## src/rtl/il_run_ctrl_if.sv

```systemverilog
// Command/response channel between the debug bridge and the run controller.
// The bridge is the master: it issues commands and consumes responses.
interface il_run_ctrl_if #(
  parameter int CNT_W = 32
) ();
  logic             cmd_valid;
  logic             cmd_ready;
  logic [1:0]       cmd_op;
  logic [CNT_W-1:0] cmd_arg;
  logic             rsp_valid;
  logic             rsp_ready;
  logic [1:0]       rsp_code;
  logic [CNT_W-1:0] rsp_data;

  modport master (
    output cmd_valid, cmd_op, cmd_arg, rsp_ready,
    input  cmd_ready, rsp_valid, rsp_code, rsp_data
  );

  modport slave (
    input  cmd_valid, cmd_op, cmd_arg, rsp_ready,
    output cmd_ready, rsp_valid, rsp_code, rsp_data
  );
endinterface

```

## src/rtl/il_run_ctrl.sv

```systemverilog
// Host-side run controller for the interruption-logic clock gate.
// Pulses the gate reset, runs the gate up to a breakpoint while tracking
// its cycle counter in a local mirror, and answers every command with
// exactly one response word.
module il_run_ctrl #(
  parameter int CNT_W      = 32,
  parameter int RST_CYCLES = 4
) (
  input  logic             sys_clk,
  input  logic             sys_reset_n,
  il_run_ctrl_if.slave     bus,
  output logic             il_reset,
  output logic             il_clk_en,
  output logic [CNT_W-1:0] il_breakpoint,
  input  logic [CNT_W-1:0] il_count
);

  localparam int PC_W = $clog2(RST_CYCLES + 1);
  localparam logic [PC_W-1:0] PULSE_LOAD = PC_W'(RST_CYCLES);

  localparam logic [1:0] OP_RESET  = 2'd0;
  localparam logic [1:0] OP_RUN_TO = 2'd1;
  localparam logic [1:0] OP_READ   = 2'd2;
  localparam logic [1:0] OP_HALT   = 2'd3;

  localparam logic [1:0] RC_OK     = 2'd0;
  localparam logic [1:0] RC_ERR    = 2'd1;
  localparam logic [1:0] RC_HALTED = 2'd2;

  typedef enum logic [1:0] {RST, IDLE, RUN, RESP} state_t;

  state_t           state, state_nxt;
  logic [PC_W-1:0]  pulse_cnt, pulse_cnt_nxt;
  logic             from_cmd, from_cmd_nxt;
  logic             il_reset_nxt, il_clk_en_nxt;
  logic [CNT_W-1:0] il_breakpoint_nxt;
  logic [CNT_W-1:0] mirror, mirror_nxt;
  logic             rsp_valid, rsp_valid_nxt;
  logic [1:0]       rsp_code, rsp_code_nxt;
  logic [CNT_W-1:0] rsp_data, rsp_data_nxt;
  logic             cmd_ready;

  assign bus.cmd_ready = cmd_ready;
  assign bus.rsp_valid = rsp_valid;
  assign bus.rsp_code  = rsp_code;
  assign bus.rsp_data  = rsp_data;

  // Next-state and next-output decode; everything holds unless a branch says otherwise.
  always_comb begin
    state_nxt         = state;
    pulse_cnt_nxt     = pulse_cnt;
    from_cmd_nxt      = from_cmd;
    il_reset_nxt      = il_reset;
    il_clk_en_nxt     = il_clk_en;
    il_breakpoint_nxt = il_breakpoint;
    mirror_nxt        = mirror;
    rsp_valid_nxt     = rsp_valid;
    rsp_code_nxt      = rsp_code;
    rsp_data_nxt      = rsp_data;
    cmd_ready         = 1'b0;

    case (state)
      RST: begin
        il_clk_en_nxt     = 1'b0;
        mirror_nxt        = '0;
        il_breakpoint_nxt = '0;
        if (pulse_cnt <= PC_W'(1)) begin
          il_reset_nxt = 1'b0;
          from_cmd_nxt = 1'b0;
          if (from_cmd) begin
            state_nxt     = RESP;
            rsp_valid_nxt = 1'b1;
            rsp_code_nxt  = RC_OK;
            rsp_data_nxt  = '0;
          end else begin
            state_nxt = IDLE;
          end
        end else begin
          pulse_cnt_nxt = pulse_cnt - PC_W'(1);
        end
      end

      IDLE: begin
        cmd_ready = 1'b1;
        if (bus.cmd_valid) begin
          case (bus.cmd_op)
            OP_RESET: begin
              state_nxt         = RST;
              il_reset_nxt      = 1'b1;
              pulse_cnt_nxt     = PULSE_LOAD;
              from_cmd_nxt      = 1'b1;
              mirror_nxt        = '0;
              il_breakpoint_nxt = '0;
            end
            OP_READ: begin
              state_nxt     = RESP;
              rsp_valid_nxt = 1'b1;
              rsp_code_nxt  = RC_OK;
              rsp_data_nxt  = il_count;
            end
            OP_HALT: begin
              state_nxt     = RESP;
              rsp_valid_nxt = 1'b1;
              rsp_code_nxt  = RC_OK;
              rsp_data_nxt  = mirror;
            end
            default: begin
              // RUN_TO: refuse to go backwards, answer at once when already there.
              if (bus.cmd_arg < mirror) begin
                state_nxt     = RESP;
                rsp_valid_nxt = 1'b1;
                rsp_code_nxt  = RC_ERR;
                rsp_data_nxt  = mirror;
              end else if (bus.cmd_arg == mirror) begin
                state_nxt     = RESP;
                rsp_valid_nxt = 1'b1;
                rsp_code_nxt  = RC_OK;
                rsp_data_nxt  = il_count;
              end else begin
                state_nxt         = RUN;
                il_breakpoint_nxt = bus.cmd_arg;
                il_clk_en_nxt     = 1'b1;
              end
            end
          endcase
        end
      end

      RUN: begin
        // Only HALT may interrupt a run; it wins over a same-cycle breakpoint hit.
        cmd_ready = bus.cmd_valid & (bus.cmd_op == OP_HALT);
        if (cmd_ready) begin
          il_clk_en_nxt = 1'b0;
          state_nxt     = RESP;
          rsp_valid_nxt = 1'b1;
          rsp_code_nxt  = RC_HALTED;
          rsp_data_nxt  = mirror;
        end else if (mirror == il_breakpoint) begin
          il_clk_en_nxt = 1'b0;
          state_nxt     = RESP;
          rsp_valid_nxt = 1'b1;
          rsp_code_nxt  = RC_OK;
          rsp_data_nxt  = il_count;
        end else begin
          mirror_nxt = mirror + CNT_W'(1);
        end
      end

      default: begin
        if (bus.rsp_ready) begin
          state_nxt     = IDLE;
          rsp_valid_nxt = 1'b0;
        end
      end
    endcase
  end

  // State and registered outputs; async reset forces the gate back into reset.
  always_ff @(posedge sys_clk or negedge sys_reset_n) begin
    if (!sys_reset_n) begin
      state         <= RST;
      pulse_cnt     <= PULSE_LOAD;
      from_cmd      <= 1'b0;
      il_reset      <= 1'b1;
      il_clk_en     <= 1'b0;
      il_breakpoint <= '0;
      mirror        <= '0;
      rsp_valid     <= 1'b0;
      rsp_code      <= RC_OK;
      rsp_data      <= '0;
    end else begin
      state         <= state_nxt;
      pulse_cnt     <= pulse_cnt_nxt;
      from_cmd      <= from_cmd_nxt;
      il_reset      <= il_reset_nxt;
      il_clk_en     <= il_clk_en_nxt;
      il_breakpoint <= il_breakpoint_nxt;
      mirror        <= mirror_nxt;
      rsp_valid     <= rsp_valid_nxt;
      rsp_code      <= rsp_code_nxt;
      rsp_data      <= rsp_data_nxt;
    end
  end

endmodule

```

## src/flat_wrapper.sv

```systemverilog
// flat-port wrapper written by rule: the top's interface ports become plain ports
module il_run_ctrl_flat 
#(
  parameter int CNT_W      = 32,
  parameter int RST_CYCLES = 4
)
  (sys_clk, sys_reset_n, il_reset, il_clk_en, il_breakpoint, il_count, bus_cmd_valid, bus_cmd_op, bus_cmd_arg, bus_rsp_ready, bus_cmd_ready, bus_rsp_valid, bus_rsp_code, bus_rsp_data);
  il_run_ctrl_if #(.CNT_W(CNT_W)) bus_i ();
  input  logic sys_clk;
  input  logic sys_reset_n;
  output logic il_reset;
  output logic il_clk_en;
  output logic [CNT_W-1:0] il_breakpoint;
  input  logic [CNT_W-1:0] il_count;
  input wire logic [$bits(bus_i.cmd_valid)-1:0] bus_cmd_valid;
  input wire logic [$bits(bus_i.cmd_op)-1:0] bus_cmd_op;
  input wire logic [$bits(bus_i.cmd_arg)-1:0] bus_cmd_arg;
  input wire logic [$bits(bus_i.rsp_ready)-1:0] bus_rsp_ready;
  output wire logic [$bits(bus_i.cmd_ready)-1:0] bus_cmd_ready;
  output wire logic [$bits(bus_i.rsp_valid)-1:0] bus_rsp_valid;
  output wire logic [$bits(bus_i.rsp_code)-1:0] bus_rsp_code;
  output wire logic [$bits(bus_i.rsp_data)-1:0] bus_rsp_data;
  assign bus_i.cmd_valid = bus_cmd_valid;
  assign bus_i.cmd_op = bus_cmd_op;
  assign bus_i.cmd_arg = bus_cmd_arg;
  assign bus_i.rsp_ready = bus_rsp_ready;
  assign bus_cmd_ready = bus_i.cmd_ready;
  assign bus_rsp_valid = bus_i.rsp_valid;
  assign bus_rsp_code = bus_i.rsp_code;
  assign bus_rsp_data = bus_i.rsp_data;
  il_run_ctrl #(.CNT_W(CNT_W), .RST_CYCLES(RST_CYCLES)) u_core (.sys_clk(sys_clk), .sys_reset_n(sys_reset_n), .bus(bus_i), .il_reset(il_reset), .il_clk_en(il_clk_en), .il_breakpoint(il_breakpoint), .il_count(il_count));
endmodule
```

## config.mk

```make
export PLATFORM = sky130hd
export DESIGN_NAME = il_run_ctrl_flat
export DESIGN_NICKNAME = d
export VERILOG_FILES = /design/src/rtl/il_run_ctrl_if.sv /design/src/rtl/il_run_ctrl.sv /design/src/flat_wrapper.sv
export SDC_FILE = /design/constraint.sdc
export NUM_CORES = 1
export LEC_CHECK = 0
export BUFFER_PORTS_ARGS = -buffer_cell sky130_fd_sc_hd__buf_2
export CORE_MARGIN = 4
export CORE_UTILIZATION = 40
export CTS_CLUSTER_DIAMETER = 40
export CTS_CLUSTER_SIZE = 40
export DETAILED_ROUTE_END_ITERATION = 7
export PLACE_DENSITY_LB_ADDON = 0.1
export REMOVE_ABC_BUFFERS = 1
export SETUP_SLACK_MARGIN = 0.3
export SYNTH_ARGS = -nofsm -noshare
export SYNTH_HDL_FRONTEND = slang
export SYNTH_SLANG_ARGS = --single-unit
```

## constraint.sdc

```tcl
create_clock -name sys_clk -period 3.2 [get_ports sys_clk]
set_input_delay 0.32 -clock sys_clk [delete_from_list [all_inputs] [get_ports sys_clk]]
set_output_delay 0.32 -clock sys_clk [all_outputs]
set_load 0.03 [all_outputs]
```

==> flow_summary.toml <==
[sta]
skew_ps = 11.0
relSlewSlack_pct = 66.0
rsz0062_at_grt = "yes"
finalCritPeriodShare_pct = 88.9
max_freq_mhz = 352
drv_slew = 0
period_needed_ps = 2840
setup-tns-final_ps = 0
tightest_slew_ps = 510
setup_viol = 0
hold_violations = 0

[floorplan]
die_y_um = 143
rows = 49
io_pins = 140
dieArea_sq_mm = 0.0204
core_area_sq_mm = 0.0179
die_w_um = 143
start_util_pct = 40.6

[place]
place_inst = 1161
gp_congestion = 0.883
hpwl_mm = 17.5
port_buffers = 139
placed_area_sq_mm = 0.00851

[setup_path]
critPathLaunchType = "register"
critPathArrivalTime_ps = 3080
path_class = "reg2reg"
end_kind = "register"
rr_startpoint = "u_core.mirror[8]"
cp_max_fo = 7
reg2regPathDepth = 11
r2r_slack_ps = 360
reg2reg_to = "u_core.bus.rsp_data[8]"
required_ps = 3440

[outcome]
status = "finished clean"

[clocking]
clkTransAtPathRegs_ps = 80
cts_tree = "built"
cts-htree-levels = 3
cts.sinks = 107
clock_path_buffers = 2
cts_buffers = 9
clockRootBuffer = "clkbuf_16"
clock_latency_ps = 360

[logic_synthesis]
ys_ff_latch = 107
synth_top_area_share_pct = 36.1
synth_top_cell_by_area = "dfrtp_1"
ys_top_cells_by_area = "dfrtp_1 (36%), ha_1 (6.9%), o221ai_2 (6.0%)"
avgSynthCellArea_sq_um = 9.19
syn_area_sq_mm = 0.00727
synthCells = 791
yosysWarnings = 0
ys.flop_type = "dfrtp_1"
synth_edf_count = 0
yosysUniqueCellTypes = 62
synth_seq_area_share_pct = 36.9
async_reset_ff_share_pct = 100

[drt]
drt-initial-drc-count = 413
ant_nets = 0
first_pass_iters = 4
wl_per_cell_um = 20.1
vias = 6588
drcViolationCount = 0
drt_wl_total_mm = 23.8
via_per_inst = 5.54

[global_route]
grt_usage_pct = 23.2
grt_pass1_vias = 6388
overflow = 0
antenna_found_initial = 0
grt_max_degree = 55
grt_first_pass_wirelength_mm = 36.7

[power_and_ir_drop]
p_leak_uw = 0.00412
ir_drop_uv = 528
powerDensity_mw_per_mm2 = 680

[cells_and_area]
diodes = 0
drive_gt1_share_pct = 32.6
fin_nets = 1066
area_delta_synth_final_pct = 27.2
final_cell_area_sq_mm = 0.00925
final_cells = 1189

[hold_path]
whs_endpoint = "u_core.il_breakpoint[0]"
hold_start = "bus_cmd_arg[0]"
hold_class = "in2reg"
hold_depth = 2

[job]
drv_cap = 0
## worst max-delay path, cell delays in order, from the launching register on
cell and delay (ps):
dfrtp_2 450, inv_2 100, ha_4 190, nand4_1 100
nor2_1 60, a221o_1 390, o31a_1 410, o31ai_4 300
buf_12 190, clkbuf_16 190, mux2i_2 230, o221ai_2 110
## Yosys cell counts, types with 3 or more instances
cell	number
ha_1	40
o211ai_1	6
nor3_1	7
a21o_1	6
buf_4	4
o31ai_1	9
nor4_4	3
nand3_1	48
buf_6	5
nand2_1	98
a22o_1	35
xnor2_1	36
or4_1	7
a211oi_1	5
nor2_1	23
nor2b_1	4
o21ai_0	16
and3_1	4
o221ai_2	29
and2_1	3
a31oi_1	3
buf_2	13
clkbuf_1	29
o221ai_1	3
inv_1	75
a21oi_1	68
mux2i_1	35
nor4_1	3
nand4_1	20
dfrtp_1	105
or3_1	7
## sequential cells by signal, indices dropped and copies added, names as in the netlist
name                  cells
u_core.bus.rsp_data      32
u_core.il_breakpoint     32
u_core.mirror            32
u_core.pulse_cnt          3
u_core.bus.rsp_code       2
u_core.state              2
u_core.bus.rsp_valid      1
u_core.from_cmd           1
u_core.il_clk_en          1
u_core.il_reset           1
## placed cells by master (no fill, tap or decap), types with 8 or more instances in the layout
cell and n:
a21oi_1 66, a22o_1 35, buf_2 138, buf_4 56, clkbuf_16 12, dfrtp_1 102
ha_1 32, ha_4 8, inv_1 68, mux2i_1 19, mux2i_2 12, nand2_1 97
nand3_1 48, nand4_1 20, nor2_1 21, o21ai_0 15, o221ai_2 29, o31ai_1 9
xnor2_1 35
## how the worst max path moves through the flow
stage / from / cells past startpoint / slack, ps / end
final: u_core.mirror[8] / 11 / 360 / u_core.bus.rsp_data[8]
after global routing: u_core.mirror[13] / 11 / 240 / u_core.bus.rsp_data[1]
after CTS: u_core.mirror[10] / 11 / 320 / u_core.bus.rsp_data[31]
after detailed placement: bus_cmd_arg[23] / 9 / 300 / u_core.bus.rsp_data[17]
after global placement: bus_cmd_arg[23] / 9 / 220 / u_core.bus.rsp_data[17]
after floorplan: u_core.mirror[21] / 9 / -970 / u_core.bus.rsp_code[1]
## kinds of logic (layout without fill, tap and decap cells)
kind of cell    Yosys count  count (layout)  synth area share [%]
buf+inv                 128             297                  7.55
simple gates            236             236                  16.1
compound gates          206             206                  22.9
mux                      37              37                  5.13
flops                   107             107                  36.9
fa+ha+maj                40              40                  6.88
xor+xnor                 37              37                  4.56
## per-stage QoR
step                setup WS [ps]  utilization, %  total power, uW  hold slack, ps
global placement              217            47.5             5010             247
floorplan                    -965               -             3680            24.4
finish                        356            51.6             6290             207
detailed placement            305            47.5             5020             252
CTS                           320            49.4             6270             195
global route                  242            51.6             6660             203
## layer usage
layer	global-route usage (%)	wire, um
met4	6.05	358
met2	36.3	11200
met5	0	0
met1	34.3	11300
met3	2.68	1030
## power breakdown
group	switching (uW)	total (uW)	internal (uW)	leakage, uW
sequential	170	1730	1560	0.00146
clock	527	1230	702	0.000154
combinational	2120	3330	1210	0.00251
total	2820	6290	3470	0.00412
## layout make-up
cell class              instances  area, sq um
flip-flops and latches        107         2680
fillers                      1713         8660
clock buffers                  10          239
repair buffers                207         1380
clock inverters                 5         77.6
well taps                     229          287
inverters                      75          282
multi-input cells             556         4300
## what timing repair did
action                                 in CTS  in global routing
setup buffers                               0                  8
gates resized for setup                     3                 46
gates cloned                                0                  4
endpoints found under the hold margin      21                  0
hold buffers                                1                  0
setup endpoints to repair                  11                 68
pin swaps                                   1                  8
No activity file was read; power rests on OpenSTA's default activity.
